## src/rtl/pwm_gen_pkg.sv

```systemverilog
// pwm_gen_pkg: shared state encoding and helpers for the PWM generator.
package pwm_gen_pkg;

  typedef enum logic [1:0] {
    S_IDLE  = 2'd0,
    S_ARM   = 2'd1,
    S_RUN   = 2'd2,
    S_DRAIN = 2'd3
  } state_t;

  // True while the generator is producing (or finishing) a PWM period.
  function automatic logic is_active(input state_t s);
    return (s == S_RUN) || (s == S_DRAIN);
  endfunction

endpackage

```

## src/rtl/pwm_duty_buf.sv

```systemverilog
// pwm_duty_buf: double-buffered duty register. A request lands in the pending
// slot (clamped to 2^W) and is promoted to the active duty at a period boundary.
module pwm_duty_buf #(
  parameter int unsigned W = 4
) (
  input  logic         clk,
  input  logic         rst_n,
  input  logic         bnd,
  input  logic [W:0]   data,
  input  logic         valid,
  output logic         ready,
  output logic [W:0]   active
);

  localparam logic [W:0] DUTY_MAX = {1'b1, {W{1'b0}}};

  logic [W:0] pend;
  logic       pend_vld;
  logic       accept;

  assign accept = valid && !pend_vld;
  assign ready  = !pend_vld;

  // Pending slot fill on accept, promotion to active at the boundary.
  // Accept needs an empty slot and promotion needs a full one, so they never
  // coincide; a value accepted on a boundary waits for the following one.
  always_ff @(posedge clk or negedge rst_n) begin
    if (!rst_n) begin
      pend     <= '0;
      pend_vld <= 1'b0;
      active   <= '0;
    end else if (accept) begin
      pend     <= (data > DUTY_MAX) ? DUTY_MAX : data;
      pend_vld <= 1'b1;
    end else if (bnd && pend_vld) begin
      active   <= pend;
      pend_vld <= 1'b0;
    end
  end

endmodule

```

## src/rtl/pwm_gen.sv

```systemverilog
// pwm_gen: PWM waveform generator driven by an upstream free-running counter.
// Run/stop FSM with whole-period start and stop, double-buffered duty and a
// period-start strobe. Define PWM_GEN_IRQ_EN to build the sticky irq flag.
module pwm_gen
  import pwm_gen_pkg::*;
#(
  parameter int unsigned COUNT_WIDTH = 4
) (
  input  logic                   clk,
  input  logic                   rst_n,
  input  logic                   ena,
  input  logic [COUNT_WIDTH-1:0] count,
  input  logic                   run,
  input  logic [COUNT_WIDTH:0]   duty_data,
  input  logic                   duty_valid,
  output logic                   duty_ready,
  output logic                   pwm_out,
  output logic                   period_start,
  output logic                   busy,
  output logic                   irq,
  input  logic                   irq_clr
);

  state_t                 state, state_next;
  logic                   bnd;
  logic [COUNT_WIDTH:0]   active;

  // Counter is about to wrap to zero.
  assign bnd  = ena && (count == {COUNT_WIDTH{1'b1}});
  assign busy = (state != S_IDLE);

  pwm_duty_buf #(
    .W (COUNT_WIDTH)
  ) u_duty_buf (
    .clk    (clk),
    .rst_n  (rst_n),
    .bnd    (bnd),
    .data   (duty_data),
    .valid  (duty_valid),
    .ready  (duty_ready),
    .active (active)
  );

  // State register.
  always_ff @(posedge clk or negedge rst_n) begin
    if (!rst_n) state <= S_IDLE;
    else        state <= state_next;
  end

  // Next-state logic: starts and stops only take effect at period boundaries.
  always_comb begin
    state_next = state;
    unique case (state)
      S_IDLE:  if (run) state_next = S_ARM;
      S_ARM:   if (!run) state_next = S_IDLE;
               else if (bnd) state_next = S_RUN;
      S_RUN:   if (!run) state_next = S_DRAIN;
      S_DRAIN: if (run) state_next = S_RUN;
               else if (bnd) state_next = S_IDLE;
      default: state_next = S_IDLE;
    endcase
  end

  // Registered compare and period-start strobe.
  always_ff @(posedge clk or negedge rst_n) begin
    if (!rst_n) begin
      pwm_out      <= 1'b0;
      period_start <= 1'b0;
    end else begin
      pwm_out      <= is_active(state) && ({1'b0, count} < active);
      period_start <= bnd && is_active(state_next);
    end
  end

`ifdef PWM_GEN_IRQ_EN
  // Sticky end-of-period flag; a set on the same cycle as a clear wins.
  always_ff @(posedge clk or negedge rst_n) begin
    if (!rst_n)                         irq <= 1'b0;
    else if (bnd && is_active(state))   irq <= 1'b1;
    else if (irq_clr)                   irq <= 1'b0;
  end
`else
  logic unused_irq_clr;
  assign unused_irq_clr = irq_clr;
  assign irq            = 1'b0;
`endif

endmodule
```

## config.mk

```make
export PLATFORM = sky130hd
export DESIGN_NAME = pwm_gen
export DESIGN_NICKNAME = d
export VERILOG_FILES = /design/src/rtl/pwm_gen_pkg.sv /design/src/rtl/pwm_duty_buf.sv /design/src/rtl/pwm_gen.sv
export SDC_FILE = /design/constraint.sdc
export NUM_CORES = 1
export LEC_CHECK = 0
export ABC_AREA = 1
export CAP_MARGIN = 10
export CORE_MARGIN = 1
export CORE_UTILIZATION = 30
export CTS_BUF_LIST = sky130_fd_sc_hd__clkbuf_8 sky130_fd_sc_hd__clkbuf_16
export DETAILED_ROUTE_END_ITERATION = 8
export GPL_ROUTABILITY_DRIVEN = 0
export GPL_TIMING_DRIVEN = 0
export PLACE_DENSITY = 0.54
export SLEW_MARGIN = 25
export SYNTH_ARGS = -nofsm -noshare
export SYNTH_HDL_FRONTEND = slang
export SYNTH_SLANG_ARGS = --single-unit
```

## constraint.sdc

```tcl
create_clock -name clk -period 1.85 [get_ports clk]
set_input_delay 0.37 -clock clk [delete_from_list [all_inputs] [get_ports clk]]
set_output_delay 0.37 -clock clk [all_outputs]
set_load 0.1 [all_outputs]
```

==> results.sh <==
export IMPL_dp_hpwl_um=1050
export IMPL_ys_ff_latch=15
export IMPL_layout_drive_gt1_share=0.221
export IMPL_path_buf_inv=1
export IMPL_slew_violations=0
export IMPL_placed_cells=139
export IMPL_design_area_um2=1040
export IMPL_setup_viol_count_final=0
export IMPL_maxCapViolCount=0
export IMPL_fin_nets=132
export IMPL_clk_latency_ns=0.24
export IMPL_synth_yosys_seq_area_share=0.475
export IMPL_cp_end_kind="primary output"
export IMPL_vias=609
export IMPL_instances_no_fill=143
export IMPL_synth_cell_types=20
export IMPL_r2r_end="pwm_out$_DFF_PN0_"
export IMPL_drtPass1Iterations=4
export IMPL_crit_fanout=1
export IMPL_synth_cells=92
export IMPL_dieArea_um2=2840
export IMPL_critPathTopFamily="buffers and inverters"
export IMPL_power_static_leakage_nw=0.534
export IMPL_cts_tree="done"
export IMPL_ctsRootBufferMaster="clkbuf_8"
export IMPL_io_pins=20
export IMPL_ff2ff_path_depth=7
export IMPL_synth_area_top_cells="dfrtp_1, inv_1, nand2_1"
export IMPL_die_x_um=53.3
export IMPL_cts_buffers=3
export IMPL_track_usage=0.111
export IMPL_r2r_start="u_duty_buf.active[3]$_DFFE_PN0P_"
export IMPL_netlist_area_leader_share=0.475
export IMPL_n_antenna_cell=0
export IMPL_die_height_um=53.3
export IMPL_required_ns=1.48
export IMPL_fin_crit_sh=0.962
export IMPL_crit_end="period_start"
export IMPL_numClockSinks=15
export IMPL_syn_nets=110
export IMPL_hp_start="u_duty_buf.pend[0]$_DFFE_PN0P_"
export IMPL_rows=18
export IMPL_ctsHoldBuffers=0
export IMPL_critPathKind="reg -> out"
export IMPL_timing_hold_ws_ns=0.487
export IMPL_synth_ff_type="dfrtp_1"
export IMPL_max_stage_delay_ns=0.84
export IMPL_yosysWarnings=0
export IMPL_grt_pass1_vias=512
export IMPL_initialDrtViolationCount=1
export IMPL_antenna_left=0
export IMPL_worst_pin_slew_ns=0.949
export IMPL_cp_startpoint="period_start$_DFF_PN0_"
export IMPL_synth_most_common_cell="inv_1"
export IMPL_crit_cells=1
export IMPL_slew_limit_headroom=0.370
export IMPL_viasPerCell=4.26
export IMPL_crit_slowest_cell="dlygate4sd2_1"
export IMPL_fmax_mhz=562
export IMPL_start_util=0.319
export IMPL_crit_path_start_kind="flip-flop"
export IMPL_yosysTopAreaCell="dfrtp_1"
export IMPL_hold_viol=0
export IMPL_cts_clk_slew_worst_paths_ns=0.06
export IMPL_period_needed_ns=1.78
export IMPL_status="complete, no violations"
export IMPL_synth_edff_count=0
export IMPL_arrival_ns=1.41
export IMPL_place_area_um2=997
export IMPL_final_core_util=0.421
export IMPL_antenna_found_initial=0
export IMPL_power_density_nw_per_um2=989
export IMPL_grt_overflow=0
export IMPL_clockBufferDepth=2
export IMPL_mappedNetlistArea_um2=790
export IMPL_rrSetupSlack_ns=0.67
export IMPL_grt_max_degree=16
export IMPL_synth_avg_cell_area_um2=8.58
export IMPL_async_flop_share=1.00
export IMPL_crit_chain="dlygate4sd2_1"
export IMPL_drc_errors=0
export IMPL_skew_ns=0.000724
export IMPL_wl_um=1340
export IMPL_wl_per_cell_um=9.36
export IMPL_grt_pass1_wl_um=2130
export IMPL_post_cts_resized=8
export IMPL_htreeDepth=1
export IMPL_irDropWorstVdd_v=0.000672
export IMPL_coreArea_um2=2480
export IMPL_port_buffer_count=17
export IMPL_hold_class="reg -> reg"
export IMPL_synthToLayoutAreaGrowth_pct=32.0
export IMPL_rsz0062_at_grt="no"
export IMPL_post_cts_buffers=0
export IMPL_synth_top_cells_by_count="inv_1, nand2_1, dfrtp_1"
==> cell type report <==
class | count | area (µm²)
Buffer | 2 | 18.8
Clock buffer | 3 | 41.3
Clock inverter | 1 | 3.75
Fill cell | 259 | 1440
Inverter | 20 | 75.1
Multi-Input combinational cell | 55 | 320
Sequential cell | 15 | 375
Tap cell | 30 | 37.5
Timing Repair Buffer | 17 | 170
==> flip-flops by register name, summed over array words and instances, names as in the netlist <==
register,count
period_start,1
pwm_out,1
state,2
u_duty_buf.active,5
u_duty_buf.pend,5
u_duty_buf.pend_vld,1
==> power breakdown <==
| part | leakage (nW) | internal [W] | total, W | switching, W |
|---|---|---|---|---|
| clock network | 0.0269 | 0.000147 | 0.000260 | 0.000113 |
| registers | 0.182 | 0.000403 | 0.000438 | 0.0000356 |
| logic | 0.326 | 0.000112 | 0.000332 | 0.000220 |
==> metrics by stage <==
step	TNS, ns	total power (W)	setup slack, ns
finish	0	0.00103	0.0712
detailed placement	-0.320	0.000791	-0.168
floorplan	0	0.000695	0.368
global placement	-0.310	0.000785	-0.162
global route	0	0.00110	0.0294
CTS	0	0.00105	0.0555
==> metal layers <==
metal / up-vias / wire length, µm / global-route usage
met4: 0 / 41 / 0.0921
met5: - / 0 / 0
li1: 318 / - / -
met3: 4 / 74 / 0.0259
met1: 269 / 622 / 0.129
met2: 18 / 600 / 0.169
==> cells by family (layout without fill, tap and decap cells) <==
kind of cell / Yosys count / in the layout / synth area share
compound gates: 13 / 13 / 0.114
fa+ha+maj: 3 / 3 / 0.0475
buf+inv: 22 / 43 / 0.119
flops: 15 / 15 / 0.475
other cells: 1 / 1 / 0.00475
simple gates: 38 / 38 / 0.239
==> how the worst min path moves through the flow <==
stage | slack, ns | endpoint | depth (start not counted)
finish | 0.49 | u_duty_buf.pend[0]$_DFFE_PN0P_ | 2
CTS | 0.50 | u_duty_buf.pend[0]$_DFFE_PN0P_ | 2
floorplan | 0.07 | period_start$_DFF_PN0_ | 0
detailed placement | 0.48 | u_duty_buf.pend[0]$_DFFE_PN0P_ | 2
global route | 0.51 | u_duty_buf.active[4]$_DFFE_PN0P_ | 2
global placement | 0.48 | u_duty_buf.active[1]$_DFFE_PN0P_ | 2
==> cell usage in the layout, fill, tap and decap left out <==
cell type,n
clkbuf_8,3
buf_6,1
ha_1,3
nand2_2,6
inv_1,20
dfrtp_1,15
nand2_1,18
nor2_4,2
or2_4,1
nor2_2,1
a21oi_1,1
or2_2,1
nand3_1,3
dlygate4sd2_1,2
nand4_1,1
conb_1,1
inv_2,1
nor2_1,5
o21a_1,1
o21ai_2,6
o21ai_0,5
clkdlybuf4s50_1,13
buf_4,1
clkdlybuf4s15_2,2
No activity file was read; power rests on OpenSTA's default activity.
